`src/rtl/word_serializer.sv`:
```
// word_serializer
//   Takes parallel words over a valid/ready handshake, queues them in a
//   2-entry FIFO and shifts each one out bit-serially with framing strobes.
//   Optional forced-zero gap bits after each word keep ones-runs of adjacent
//   words from merging into a single group in the downstream counter.
//
// Ports
//   clk         system clock, rising edge
//   rst         synchronous active-high reset
//   in_data     parallel word (WIDTH bits)
//   in_valid    in_data is valid
//   in_ready    word can be accepted this cycle (registered, = !fifo_full)
//   dout        serial bit, feeds the group counter's din
//   dout_valid  dout carries a data bit or a gap bit
//   word_start  high during the first bit period of each word
//   word_end    high during the last data bit period of each word
//   busy        shifter active or FIFO non-empty
//   words_sent  count of fully transmitted words, wraps modulo 256
//
// Every output is a flop. The next-state and output processes compute the
// values the registers take on the coming edge, so nothing reaches a port
// combinationally.
module word_serializer #(
  parameter int WIDTH      = 8,
  parameter int MSB_FIRST  = 1,
  parameter int GAP_BITS   = 0,
  parameter int BIT_PERIOD = 1
) (
  input  logic             clk,
  input  logic             rst,
  input  logic [WIDTH-1:0] in_data,
  input  logic             in_valid,
  output logic             in_ready,
  output logic             dout,
  output logic             dout_valid,
  output logic             word_start,
  output logic             word_end,
  output logic             busy,
  output logic [7:0]       words_sent
);

  localparam int BW = (WIDTH > 1) ? $clog2(WIDTH) : 1;

  typedef enum logic [1:0] {
    IDLE  = 2'd0,
    SHIFT = 2'd1,
    GAP   = 2'd2
  } state_t;

  state_t state, state_n;

  // FIFO storage, kept apart from the shift register
  logic [WIDTH-1:0] fifo_mem [2];
  logic             rd_ptr, wr_ptr;
  logic [1:0]       fifo_cnt, fifo_cnt_n;
  logic             fifo_empty;

  // shifter and timing counters
  logic [WIDTH-1:0] shreg, shreg_n;
  logic [BW-1:0]    bit_cnt, bit_cnt_n;
  logic [3:0]       per_cnt, per_cnt_n;
  logic [3:0]       gap_cnt, gap_cnt_n;

  logic per_last, bit_last, gap_last;
  logic push, load, word_done;

  // next values of the registered outputs
  logic       dout_n, dout_valid_n, word_start_n, word_end_n, busy_n, in_ready_n;
  logic [7:0] words_sent_n;

  assign fifo_empty = (fifo_cnt == 2'd0);
  assign push       = in_valid && in_ready;
  assign per_last   = (per_cnt == 4'(BIT_PERIOD - 1));
  assign bit_last   = (bit_cnt == BW'(WIDTH - 1));
  // With GAP_BITS=0 this compares against 4'hF, but GAP is unreachable then.
  assign gap_last   = (gap_cnt == 4'(GAP_BITS - 1));

  // ---------------------------------------------------------------------------
  // FSM: state register
  // ---------------------------------------------------------------------------
  always_ff @(posedge clk) begin
    if (rst) state <= IDLE;
    else     state <= state_n;
  end

  // ---------------------------------------------------------------------------
  // FSM: next state; also decides when the FIFO head is loaded and when a
  // word's data bits are complete.
  // ---------------------------------------------------------------------------
  always_comb begin
    state_n   = state;
    load      = 1'b0;
    word_done = 1'b0;
    case (state)
      IDLE: begin
        if (!fifo_empty) begin
          state_n = SHIFT;
          load    = 1'b1;
        end
      end
      SHIFT: begin
        if (per_last && bit_last) begin
          word_done = 1'b1;
          if (GAP_BITS > 0)     state_n = GAP;
          else if (!fifo_empty) load    = 1'b1;   // no bubble between words
          else                  state_n = IDLE;
        end
      end
      GAP: begin
        if (per_last && gap_last) begin
          if (!fifo_empty) begin
            state_n = SHIFT;
            load    = 1'b1;
          end else begin
            state_n = IDLE;
          end
        end
      end
      default: state_n = IDLE;
    endcase
  end

  // ---------------------------------------------------------------------------
  // Datapath next values: shifter, bit/period/gap counters, FIFO occupancy
  // ---------------------------------------------------------------------------
  always_comb begin
    shreg_n   = shreg;
    bit_cnt_n = bit_cnt;
    per_cnt_n = per_cnt;
    gap_cnt_n = gap_cnt;
    if (load) begin
      shreg_n   = fifo_mem[rd_ptr];
      bit_cnt_n = '0;
      per_cnt_n = '0;
    end else if (state != IDLE) begin
      per_cnt_n = per_last ? 4'd0 : per_cnt + 4'd1;
      if (state == SHIFT && per_last && !bit_last) begin
        bit_cnt_n = bit_cnt + BW'(1);
        // the bit on the wire is always at the same end of shreg
        shreg_n   = (MSB_FIRST != 0) ? (shreg << 1) : (shreg >> 1);
      end
      if (state == SHIFT && state_n == GAP) gap_cnt_n = 4'd0;
      else if (state == GAP && per_last)    gap_cnt_n = gap_cnt + 4'd1;
    end
    fifo_cnt_n = fifo_cnt + {1'b0, push} - {1'b0, load};
  end

  // ---------------------------------------------------------------------------
  // FSM outputs, derived from the state and datapath the next edge will hold
  // ---------------------------------------------------------------------------
  always_comb begin
    dout_n       = 1'b0;
    dout_valid_n = (state_n != IDLE);
    word_start_n = 1'b0;
    word_end_n   = 1'b0;
    if (state_n == SHIFT) begin
      dout_n       = (MSB_FIRST != 0) ? shreg_n[WIDTH-1] : shreg_n[0];
      word_start_n = (bit_cnt_n == '0);
      word_end_n   = (bit_cnt_n == BW'(WIDTH - 1));
    end
    busy_n       = (state_n != IDLE) || (fifo_cnt_n != 2'd0);
    in_ready_n   = (fifo_cnt_n != 2'd2);
    words_sent_n = words_sent + {7'd0, word_done};
  end

  // ---------------------------------------------------------------------------
  // Registers
  // ---------------------------------------------------------------------------
  // FIFO payload needs no reset; occupancy and pointers decide what is valid.
  always_ff @(posedge clk) begin
    if (push) fifo_mem[wr_ptr] <= in_data;
  end

  always_ff @(posedge clk) begin
    if (rst) begin
      rd_ptr     <= 1'b0;
      wr_ptr     <= 1'b0;
      fifo_cnt   <= 2'd0;
      shreg      <= '0;
      bit_cnt    <= '0;
      per_cnt    <= 4'd0;
      gap_cnt    <= 4'd0;
      dout       <= 1'b0;
      dout_valid <= 1'b0;
      word_start <= 1'b0;
      word_end   <= 1'b0;
      busy       <= 1'b0;
      in_ready   <= 1'b1;
      words_sent <= 8'd0;
    end else begin
      rd_ptr     <= rd_ptr ^ load;
      wr_ptr     <= wr_ptr ^ push;
      fifo_cnt   <= fifo_cnt_n;
      shreg      <= shreg_n;
      bit_cnt    <= bit_cnt_n;
      per_cnt    <= per_cnt_n;
      gap_cnt    <= gap_cnt_n;
      dout       <= dout_n;
      dout_valid <= dout_valid_n;
      word_start <= word_start_n;
      word_end   <= word_end_n;
      busy       <= busy_n;
      in_ready   <= in_ready_n;
      words_sent <= words_sent_n;
    end
  end

endmodule

```
`config.mk`:
```
export PLATFORM = sky130hd
export DESIGN_NAME = word_serializer
export DESIGN_NICKNAME = d
export VERILOG_FILES = /design/src/rtl/word_serializer.sv
export SDC_FILE = /design/constraint.sdc
export NUM_CORES = 1
export LEC_CHECK = 0
export BUFFER_PORTS_ARGS = -buffer_cell sky130_fd_sc_hd__buf_4
export CORE_MARGIN = 3
export CORE_UTILIZATION = 45
export CTS_CLUSTER_DIAMETER = 30
export DETAILED_ROUTE_END_ITERATION = 16
export GPL_TIMING_DRIVEN = 0
export PLACE_DENSITY = 0.63
export SYNTH_ARGS = -nofsm -noshare
export SYNTH_HDL_FRONTEND = slang
export SYNTH_SLANG_ARGS = --single-unit
```
`constraint.sdc`:
```
create_clock -name clk -period 5.7 [get_ports clk]
set_input_delay 0 -clock clk [delete_from_list [all_inputs] [get_ports clk]]
set_output_delay 0 -clock clk [all_outputs]
set_load 0.02 [all_outputs]
```
# Yosys cells after proc, flatten, opt, wreduce, memory -nomap -nowiden
# Memories as Yosys holds them, arrays and structs flattened. A register that Yosys moved wholly into a read port is not among the register bits.
# Index checks and enable logic that the tools add are counted.
[word_totals] ff_bits=39 latch_bits=0 ramBits=16 mem_bits_ro=0 in_bits=11 output_inout_bits=14 wordCells=82 mem_count=1
[memory_table] name="fifo_mem" depth=2 word_bits=8 read_ports=1 rd_clocked_by_memory_dff=1 write_ports=1 line="53" text="logic [WIDTH-1:0] fifo_mem [2];"
[op_classes] addsub=6 mul=0 n_div=0 magnitude_cmp=0 eq_ne=8 n_shift=0 n_mux=24 bitwise=4 n_reduce_logical=23
[ops] cell="$mux 8" n=3
[ops] cell="$mux 4" n=3
[ops] cell="$reduce_bool 2->1" n=6
[ops] cell="$mux 1" n=9
[ops] cell="$mux 3" n=3
[ops] cell="$add 4x1->4 const B" n=2
[ops] cell="$add 8x1->8" n=1
[ops] cell="$mux 2" n=4
[ops] cell="$logic_and 1x1->1" n=7
[ops] cell="$eq 3x3->1 const B" n=2
[ops] cell="$pmux 2 s3" n=1
[ops] cell="$eq 2x1->1 const B" n=2
[ops] cell="$eq 2x2->1 const B" n=2
[ops] cell="$eq 4x4->1 const B" n=1
[ops] cell="$logic_not 2->1" n=2
[ops] cell="$logic_not 4->1" n=1
[ops] cell="$reduce_or 2->1" n=2
[ops] cell="$add 3x1->3 const B" n=1
[ops] cell="$logic_not 3->1" n=1
[ops] cell="$pmux 1 s3" n=1
[ops] cell="$reduce_and 3->1" n=1
[ops] cell="$add 2x1->2" n=1
[ops] cell="$ne 2x2->1 const B" n=1
[ops] cell="$not 1->1" n=2
[ops] cell="other kinds (5)" n=6

# Depth between registers and ports, before layout
# Gate-level depths: netlist (run 1).
[logic_depth] depth_word=8 mapped_depth=11 ltp_nobuf=10

# Worst setup path before layout (run 1)
# Ideal clock, no wire load.
[synth_path] path_kind="reg-to-reg" start="register bit_cnt[0]" end="register in_ready" setup_ns=0.127 arrival_time_ns=2.657 t_required_ns=5.573 setup_slack_ns=2.916 path_stages_with_launch=12 n_path_buf=1 period_less_slack_ns=2.784 path_cell_list="dfxtp_1 -> ha_1 -> ha_1 -> nand4bb_1 -> or3b_1 -> a311oi_2 -> buf_2 -> xnor2_1 -> ha_1 -> xnor2_1 -> xnor2_1 -> or3_1"
[synth_between] elab_chain_cells=6
[synth_rtl] element="start, declared" line="60" text="logic [BW-1:0] bit_cnt, bit_cnt_n;"
[synth_rtl] element="start signal, assigned" line="195" text="bit_cnt <= bit_cnt_n;"
[synth_rtl] element="$eq 3x3->1" line="74" text="assign bit_last = (bit_cnt == BW'(WIDTH - 1));"
[synth_rtl] element="$logic_and 1x1->1" line="102" text="if (per_last && bit_last) begin"
[synth_rtl] element="$mux 1" line="102"
[synth_rtl] element="$pmux 1 s3" line="94" text="case (state)"
[synth_rtl] element="$sub 2x1->2" line="145" text="fifo_cnt_n = fifo_cnt + {1'b0, push} - {1'b0, load};"
[synth_rtl] element="$ne 2x2->1" line="162" text="in_ready_n = (fifo_cnt_n != 2'd2);"
[synth_rtl] element="end signal, assigned" line="203" text="in_ready <= in_ready_n;"
[synth_rtl] element="end, declared" line="33" text="output logic in_ready,"
# Every way passes these cells.
# A chain may end at the register's enable or synchronous reset.

# Final worst setup path (run 1)
# Same ends and word-level chain as after synthesis.

==> flow_summary.yaml, run 1 <==
status:
  status: "finished clean"
detailed_routing:
  met2WireLength_mm: 1.89
  antenna_left: 0
  top_layer: "met4"
  drc: 0
  avgRoutedWirePerCell_um: 13.1
  wirelength_mm: 4.47
  viasPerCell: 5.10
  num_vias: 1744
  wl_met3_um: 254
  drt-pass1-iter-count: 4
  drt_iter0_markers: 72
  wl_met1_mm: 2.23
setup_path:
  critPathArrivalTime_ns: 3.35
  critPathKind: "flip-flop to flip-flop"
  worstPathRequired_ns: 5.89
  critPathLaunchType: "flip-flop"
  critPathMaxFanout: 10
  endpoint_kind: "flip-flop"
timing:
  rsz0062_at_grt: "no"
  hold_viol_final: 0
  maxSlewHeadroom: 0.589
  timing.final.max_slew_violations: 0
  finalCritPeriodShare: 0.554
  maxClockFrequency_mhz: 317
  tightest_slew_ns: 0.617
  fin_setup_tns_ns: 0
  setup_viol: 0
  period_minus_slack_ns: 3.16
  fin_skew_ns: 0.00562
logic_synthesis:
  syn_area_um2: 2500
  yosys.area_share.simple: 0.167
  ys_seq_area_frac: 0.505
  yosys_warnings: 0
  synth_seq_cells: 55
  netlist_top_cells_area: "dfxtp_1 31%, edfxtp_1 19%, ha_1 7.0%"
  async_flop_share: 0
  synth_xor_area_frac: 0.0490
  synth_top_family_by_area: "simple AND/OR/NAND/NOR gates"
  synthAdderAreaFrac: 0.0701
  yosys_most_used_dff: "dfxtp_1"
  synth_edf_count: 16
  yosys.area.top_type_share: 0.312
  syn-instance-count: 231
  synthMuxAreaShare: 0.0821
  yosysUniqueCellTypes: 50
  synth_fp_nets: 256
  yosys.area.top_type: "dfxtp_1"
  synth-compound-area-share: 0.0896
  syn_avg_cell_area_um2: 10.8
clock_tree:
  htreeDepth: 2
  root_buffer: "clkbuf_8"
  cts_resized: 0
  numCtsBuffers: 5
  cts_tree: "yes"
  clk_pin_slew_ns: 0.10
  clock-sinks: 55
  clockBufferDepth: 2
  insertion_delay_ns: 0.31
pwr:
  leakage_nw: 1.22
  power_density_nw_per_um2: 406
  peakVddDrop_mv: 0.196
  clkPwrFrac: 0.180
  power_mw: 1.20
  seq_power_share: 0.441
  combinationalPowerShare: 0.379
  p_int_mw: 0.779
  p_switching_mw: 0.416
  switching_share: 0.348
final_layout:
  diodes: 0
  final_design_area_no_fill_um2: 2950
  drive_gt1_frac: 0.195
  fin_cells: 342
  layout.nets: 296
  areaGrowthSynthToFinish_pct: 17.9
placed_design:
  place_area_um2: 2770
  gp_congestion: 0.884
  placedCellCount: 325
  dp_hpwl_mm: 3.25
  io_buffers: 24
floorplan:
  die-area_um2: 6490
  dieWidth_um: 80.5
  core_um2: 5240
  ioPinCount: 25
  die_y_um: 80.5
  start_util: 0.477
  rows: 26
global_routing:
  grt_pass1_vias: 1612
  grt.overflow.total: 0
  grt_pass1_wl_mm: 7.42
  antenna_found_initial: 0
  grt_use_total: 0.152
  grt_start_max_net_pins: 18
min_path:
  min_path_type: "input port to flip-flop"
flow_run:
  cap_violations: 0
==> state kept, by name, indices dropped and copies added (netlist names), 2 cells and up <==
signal / count
state: 2
words_sent: 8
bit_cnt: 3
per_cnt: 4
shreg: 8
gap_cnt: 4
fifo_cnt: 2
fifo_mem: 16
==> layout make-up <==
type / count / area, µm²
plain buffers: 9 / 57.6
multi-input cells: 157 / 1140
clock buffers: 5 / 68.8
inverters: 10 / 37.5
repair buffers: 33 / 270
flip-flops and latches: 55 / 1260
clock inverters: 3 / 20.0
well taps: 70 / 87.6
fillers: 482 / 2290
==> cell families after synthesis <==
| family | after synthesis |
|---|---|
| and+or+nand+nor | 80 |
| DFF | 55 |
| AOI/OAI and AO/OA | 30 |
| buffers and inverters | 19 |
| muxes | 19 |
| xor gates and xnor gates | 14 |
| adders and majority gates | 14 |
==> synthesized netlist by cell type (all sizes together), types with 2 or more instances <==
cell type and n:
a211oi 9, a21oi 4, a311oi 2, a31oi 2, and3 4, buf 7, clkbuf 2, dfxtp 39
edfxtp 16, ha 14, inv 10, mux2 9, mux2i 10, nand2 6, nand2b 2, nand3 11
nand4 2, nor2 36, nor2b 4, nor3 4, o21ai 3, or2 2, or3b 3, xnor2 7
xor2 7
==> path summary, 6_finish.rpt <==
check	slack, ns	from	endpoint	cells after the start
setup / recovery	2.54	bit_cnt[0]	in_ready	11
hold / removal	0.14	in_valid	wr_ptr	5
setup reg to reg	2.54	bit_cnt[0]	in_ready	11
hold reg to reg	0.52	words_sent[7]	words_sent[7]	2
==> metal layers <==
metal | vias to the layer above | global-route usage
met1 | 794 | 0.205
li1 | 897 | -
met5 | - | 0
met2 | 45 | 0.227
met3 | 8 | 0.0370
met4 | 0 | 0.0709
==> cells in the final DEF, fill, tap and decap left out, types with 5 or more instances in the layout <==
cell type and instances:
dfxtp_1 39, dlygate4sd3_1 9, edfxtp_1 16, buf_4 25, a211oi_1 9, mux2i_1 10, nand2_1 6, clkbuf_8 5
xor2_1 7, nor2_1 35, inv_1 10, nand3_1 11, mux2_2 8, ha_1 14, xnor2_1 7
==> worst max-delay path: stages (launching register included) <==
cell and delay, ns:
dfxtp_1 0.44, ha_1 0.18, ha_1 0.16, nand4bb_1 0.18, or3b_1 0.43, a311oi_2 0.42
buf_2 0.31, xnor2_1 0.10, ha_1 0.19, xnor2_1 0.13, xnor2_1 0.16, or3_1 0.34
==> power by group through the flow <==
stage / clock [mW] / sequential [mW] / combinational (mW)
finish: 0.215 / 0.527 / 0.453
global route: 0.241 / 0.538 / 0.509
CTS: 0.223 / 0.529 / 0.459
detailed placement: 0 / 0.538 / 0.453
global placement: 0 / 0.536 / 0.451
floorplan: 0 / 0.549 / 0.330
==> per-stage QoR <==
stage | util | hold WS, ns | setup slack [ns]
after floorplan | - | 0.0989 | 2.92
after global placement | 0.528 | 0.185 | 2.56
after detailed placement | 0.528 | 0.188 | 2.56
after CTS | 0.563 | 0.138 | 2.53
after global routing | 0.563 | 0.175 | 2.29
final | 0.563 | 0.144 | 2.54
==> timing repair <==
action | 4_1_cts | 5_1_grt
setup buffers | 0 | 0
hold buffers | 9 | 0
endpoints found under the hold margin | 17 | 0
Note: power is estimated with default switching activity, not from simulation.
==> run 2, diff against run 1 <==
PLACE_DENSITY = 0.65   (was 0.63)
clock period = 2.9 ns   (was 5.7 ns; I/O delays follow)
==> run 2 against run 1 <==
  * Die area unchanged
  * Clock power increased by 98%
  * Setup slack got worse by 2.4 ns
  * Worst hold slack got worse by 0.12 ns
  * Wire length is 1.8% higher
  * Sequential power increased by 97%
==> flow_summary.yaml, run 2 (synthesis gave the netlist of run 1 again) <==
setup_path:
  critPathLaunchType: "flip-flop"
  path_buf_inv: 1
  crit_path_max_incr_delay_ns: 0.42
  worstPathRequired_ns: 3.09
  critPathArrivalTime_ns: 2.95
  cpMaxStageDelayCell: "or3b_4"
  crit_cells: 11
  endpoint_kind: "flip-flop"
  r2r_cells: 11
  r2r_setup_slack_ns: 0.15
  crit_family: "simple AND/OR/NAND/NOR gates"
  critPathMaxFanout: 6
  critPathKind: "flip-flop to flip-flop"
  path_cells: "ha_1 > ha_1 > nand4bb_1 > or3b_4 > a311oi_4 > buf_6 > xnor2_1 > ha_1 > xnor2_1 > xnor2_1 > or3_1"
placed_design:
  placedCellCount: 325
  place_area_um2: 2770
  dp_hpwl_mm: 3.24
  io_buffers: 24
  gp_congestion: 0.818
  place_ws_ns: -0.259
status:
  status: "finished clean"
final_layout:
  layout_commonest_cell: "dfxtp_1"
  diodes: 0
  drive_gt1_frac: 0.219
  utilization: 0.570
  layout.nets: 298
  regMostFlops: "fifo_mem"
  final_design_area_no_fill_um2: 2990
  areaGrowthSynthToFinish_pct: 19.5
  final.fill_count: 479
  largest_register_ffs: 16
  final_cell_mix: "38 x dfxtp_1, 35 x nor2_1, 29 x buf_4, 16 x edfxtp_1, 14 x ha_1"
  reg.largest.list: "fifo_mem (16), shreg (8), words_sent (8)"
  fin_cells: 344
clock_tree:
  root_buffer: "clkbuf_8"
  clock-sinks: 55
  clockBufferDepth: 2
  cts_tree: "yes"
  htreeDepth: 2
  numCtsBuffers: 5
  clk_pin_slew_ns: 0.10
  insertion_delay_ns: 0.31
global_routing:
  grt_pass1_vias: 1653
  grt_start_max_net_pins: 19
  grt.overflow.total: 0
  antenna_found_initial: 0
  grt_use_total: 0.157
  grt_pass1_wl_mm: 7.85
timing:
  timing.final.max_slew_violations: 0
  maxClockFrequency_mhz: 363
  finalCritPeriodShare: 0.949
  tightest_slew_ns: 0.626
  period_minus_slack_ns: 2.75
  postLayoutSetupSlackWorst_ns: 0.146
  whs_ns: 0.0206
  setup_viol: 0
  fin_skew_ns: 0.00475
  rsz0062_at_grt: "no"
  maxSlewHeadroom: 0.583
  hold_viol_final: 0
floorplan:
  dieWidth_um: 80.5
  die_y_um: 80.5
  rows: 26
  die-area_um2: 6490
  core_um2: 5240
  start_util: 0.477
  ioPinCount: 25
detailed_routing:
  drt_iter0_markers: 75
  num_vias: 1759
  drt-pass1-iter-count: 4
  wirelength_mm: 4.55
  avgRoutedWirePerCell_um: 13.2
  viasPerCell: 5.11
  antenna_left: 0
  drc: 0
pwr:
  leakage_nw: 1.24
  power_density_nw_per_um2: 812
  peakVddDrop_mv: 0.393
flow_run:
  cap_violations: 0
min_path:
  min_path_type: "input port to flip-flop"
  hold_path_depth: 2
-- run 2: cell types whose count changed in the layout (fill, tap and decap cells not counted), sizes merged --
cell	change
buf	+4
clkinv	-2
clkbuf	-1
clkinvlp	+1
dlygate4sd3	-1
inv	+1
-- run 2: worst paths after layout --
check	startpoint	end
setup / recovery	bit_cnt[0]	in_ready
hold / removal	rst	state[0]
setup reg to reg	bit_cnt[0]	in_ready
hold reg to reg	words_sent[7]	words_sent[7]
-- run 2: area by class of cell --
type                            instances  area [µm²]  area share
Buffer                                  8        60.1      0.0201
Multi-Input combinational cell        157        1160       0.387
Clock inverter                          3        23.8     0.00796
Timing Repair Buffer                   36         290      0.0972
Inverter                               10        37.5      0.0126
Tap cell                               70        87.6      0.0293
Sequential cell                        55        1260       0.423
Clock buffer                            5        68.8      0.0230
-- run 2: metal layers --
metal	GRT usage	wire, µm	vias up	share of wire
li1	-	-	899	-
met1	0.216	2220	827	0.49
met2	0.247	2110	29	0.46
met3	0.0415	179	4	0.039
met4	0.0405	36	0	0.0079
met5	0	0	-	0
-- run 2: repair_timing --
item,in CTS,in global routing
buffers inserted,2,2
hold endpoints to repair,16,0
pin swaps,1,0
setup endpoints to repair,3,2
resized for setup,5,0
hold buffers,8,0
-- run 2: report_power, final --
| group | switching, mW | internal [mW] |
|---|---|---|
| combinational | 0.516 | 0.446 |
| sequential | 0.0736 | 0.965 |
| clock | 0.252 | 0.174 |
-- run 2: worst register-to-register path, cell delays in order, from the launching register on --
cell	delay, ns
dfxtp_2	0.39
ha_1	0.16
ha_1	0.16
nand4bb_1	0.15
or3b_4	0.42
a311oi_4	0.32
buf_6	0.15
xnor2_1	0.12
ha_1	0.19
xnor2_1	0.13
xnor2_1	0.12
or3_1	0.32
-- run 2: metrics by stage --
step / total power [mW] / TNS, ns
after CTS: 2.43 / 0
after detailed placement: 1.95 / -0.528
after global placement: 1.94 / -0.475
final: 2.43 / 0
after global routing: 2.60 / 0
after floorplan: 1.73 / 0
==> run 3, diff against run 2 <==
CELL_PAD_IN_SITES_DETAIL_PLACEMENT = 0   (was not set)
CELL_PAD_IN_SITES_GLOBAL_PLACEMENT = 1   (was not set)
CORE_UTILIZATION = 25   (was 45)
CTS_BUF_LIST = sky130_fd_sc_hd__clkbuf_16   (was not set)
PLACE_DENSITY = 0.48   (was 0.65)
==> run 3 against run 2 <==
  * Setup slack worse by 0.021 ns
  * Final cell count grew 18%
  * Wire length grew 14%
  * Critical endpoint unchanged
  * Total power grew 10%
  * Critical path type unchanged
  * Largest power group unchanged
  * Largest cell class unchanged
  * Combinational power up 6%
  * Count of clock-buffer cells in the layout unchanged
  * Register-to-register slack worse by 0.02 ns
  * Worst hold slack better by 0.020 ns
==> flow_summary.yaml, run 3 (synthesis gave the netlist of run 1 again) <==
status:
  status: "finished clean"
setup_path:
  critPathKind: "flip-flop to flip-flop"
  critPathArrivalTime_ns: 2.95
  critPathMaxFanout: 4
  worstPathRequired_ns: 3.08
  critPathLaunchType: "flip-flop"
  endpoint_kind: "flip-flop"
final_layout:
  final_cell_mix: "37 x dfxtp_1, 35 x nor2_1, 32 x buf_4, 16 x edfxtp_1"
  regMostFlops: "fifo_mem"
  fin_cells: 406
  layout_commonest_cell: "dfxtp_1"
  final_design_area_no_fill_um2: 3190
  diodes: 0
  drive_gt1_frac: 0.249
  layout.nets: 301
  largest_register_ffs: 16
  areaGrowthSynthToFinish_pct: 27.4
  reg.largest.list: "fifo_mem (16), shreg (8), words_sent (8)"
pwr:
  switching_share: 0.340
  peakVddDrop_mv: 0.274
  p_int_mw: 1.76
  leakage_nw: 1.28
  clkPwrFrac: 0.230
  power_mw: 2.67
  p_switching_mw: 0.909
  power_density_nw_per_um2: 839
  combinationalPowerShare: 0.380
  seq_power_share: 0.390
global_routing:
  grt_use_total: 0.0982
  grt_start_max_net_pins: 19
  grt.overflow.total: 0
  antenna_found_initial: 0
  grt_pass1_wl_mm: 8.67
  grt_pass1_vias: 1780
detailed_routing:
  viasPerCell: 4.35
  met2WireLength_mm: 2.26
  wl_met3_um: 152
  num_vias: 1765
  drc: 0
  drt-pass1-iter-count: 4
  wirelength_mm: 5.20
  drt_iter0_markers: 54
  antenna_left: 0
  top_layer: "met4"
  wl_met1_mm: 2.66
  avgRoutedWirePerCell_um: 12.8
placed_design:
  place_ws_ns: -0.294
  gp_congestion: 0.738
  placedCellCount: 384
  dp_hpwl_mm: 3.81
  io_buffers: 24
  place_area_um2: 2840
timing:
  period_minus_slack_ns: 2.77
  timing.final.max_slew_violations: 0
  tightest_slew_ns: 0.599
  postLayoutSetupSlackWorst_ns: 0.125
  maxSlewHeadroom: 0.601
  fin_setup_tns_ns: 0
  maxClockFrequency_mhz: 360
  finalCritPeriodShare: 0.957
  setup_viol: 0
  hold_viol_final: 0
  fin_skew_ns: 0.00501
clock_tree:
  htreeDepth: 2
  insertion_delay_ns: 0.29
  numCtsBuffers: 5
  root_buffer: "clkbuf_16"
  clk_pin_slew_ns: 0.07
  clockBufferDepth: 2
  clock-sinks: 55
  cts_tree: "yes"
floorplan:
  core_um2: 9460
  die_y_um: 106
  die-area_um2: 11200
  dieWidth_um: 106
  start_util: 0.264
  ioPinCount: 25
  rows: 35
min_path:
  min_path_type: "input port to flip-flop"
flow_run:
  cap_violations: 0
-- run 3: final timing paths --
| check | from | to | slack [ns] | cells after the start |
|---|---|---|---|---|
| setup / recovery | bit_cnt[0] | in_ready | 0.13 | 11 |
| hold reg to reg | words_sent[7] | words_sent[7] | 0.51 | 2 |
| hold / removal | rst | state[0] | 0.04 | 2 |
| setup reg to reg | bit_cnt[0] | in_ready | 0.13 | 11 |
-- run 3: through the flow --
step | utilization | hold slack [ns]
after floorplan | - | 0.0989
after detailed placement | 0.300 | 0.187
after CTS | 0.328 | 0.0373
after global routing | 0.337 | 0.0494
final | 0.337 | 0.0405
after global placement | 0.300 | 0.186
-- run 3: per-layer routing --
layer / track usage / vias to the layer above
li1: - / 905
met1: 0.127 / 828
met2: 0.157 / 25
met3: 0.0219 / 7
met4: 0.0435 / 0
met5: 0 / -
-- run 3: critical path: stages (launching register included) --
cell and delay (ns):
dfxtp_4 0.38, ha_4 0.14, ha_4 0.12, nand4bb_1 0.14, or3b_4 0.45, a311oi_4 0.35
buf_6 0.15, xnor2_1 0.11, ha_2 0.21, xnor2_2 0.08, xnor2_2 0.16, or3_1 0.37
-- run 3: repair_timing --
action,CTS,global route
hold endpoints to repair,16,0
endpoints found under the setup margin,3,2
resized for setup,5,9
pin swaps,1,4
buffers inserted,2,5
hold buffers,8,0
-- run 3: power by group through the flow --
| stage | registers, mW | logic, mW | clock network [mW] |
|---|---|---|---|
| final | 1.04 | 1.02 | 0.615 |
| after global routing | 1.07 | 1.13 | 0.668 |
| after CTS | 1.04 | 0.970 | 0.635 |
| after detailed placement | 1.06 | 0.919 | 0 |
| after global placement | 1.06 | 0.924 | 0 |
| after floorplan | 1.08 | 0.648 | 0 |
-- run 3: area by class of cell --
cell class | count | area [µm²]
sequential | 55 | 1270
clock inverter | 3 | 22.5
inverter | 10 | 37.5
clock buffer | 5 | 125
multi-input combinational | 157 | 1200
tap | 129 | 161
buffer | 8 | 60.1
timing repair buffer | 39 | 313
fill | 1011 | 6270
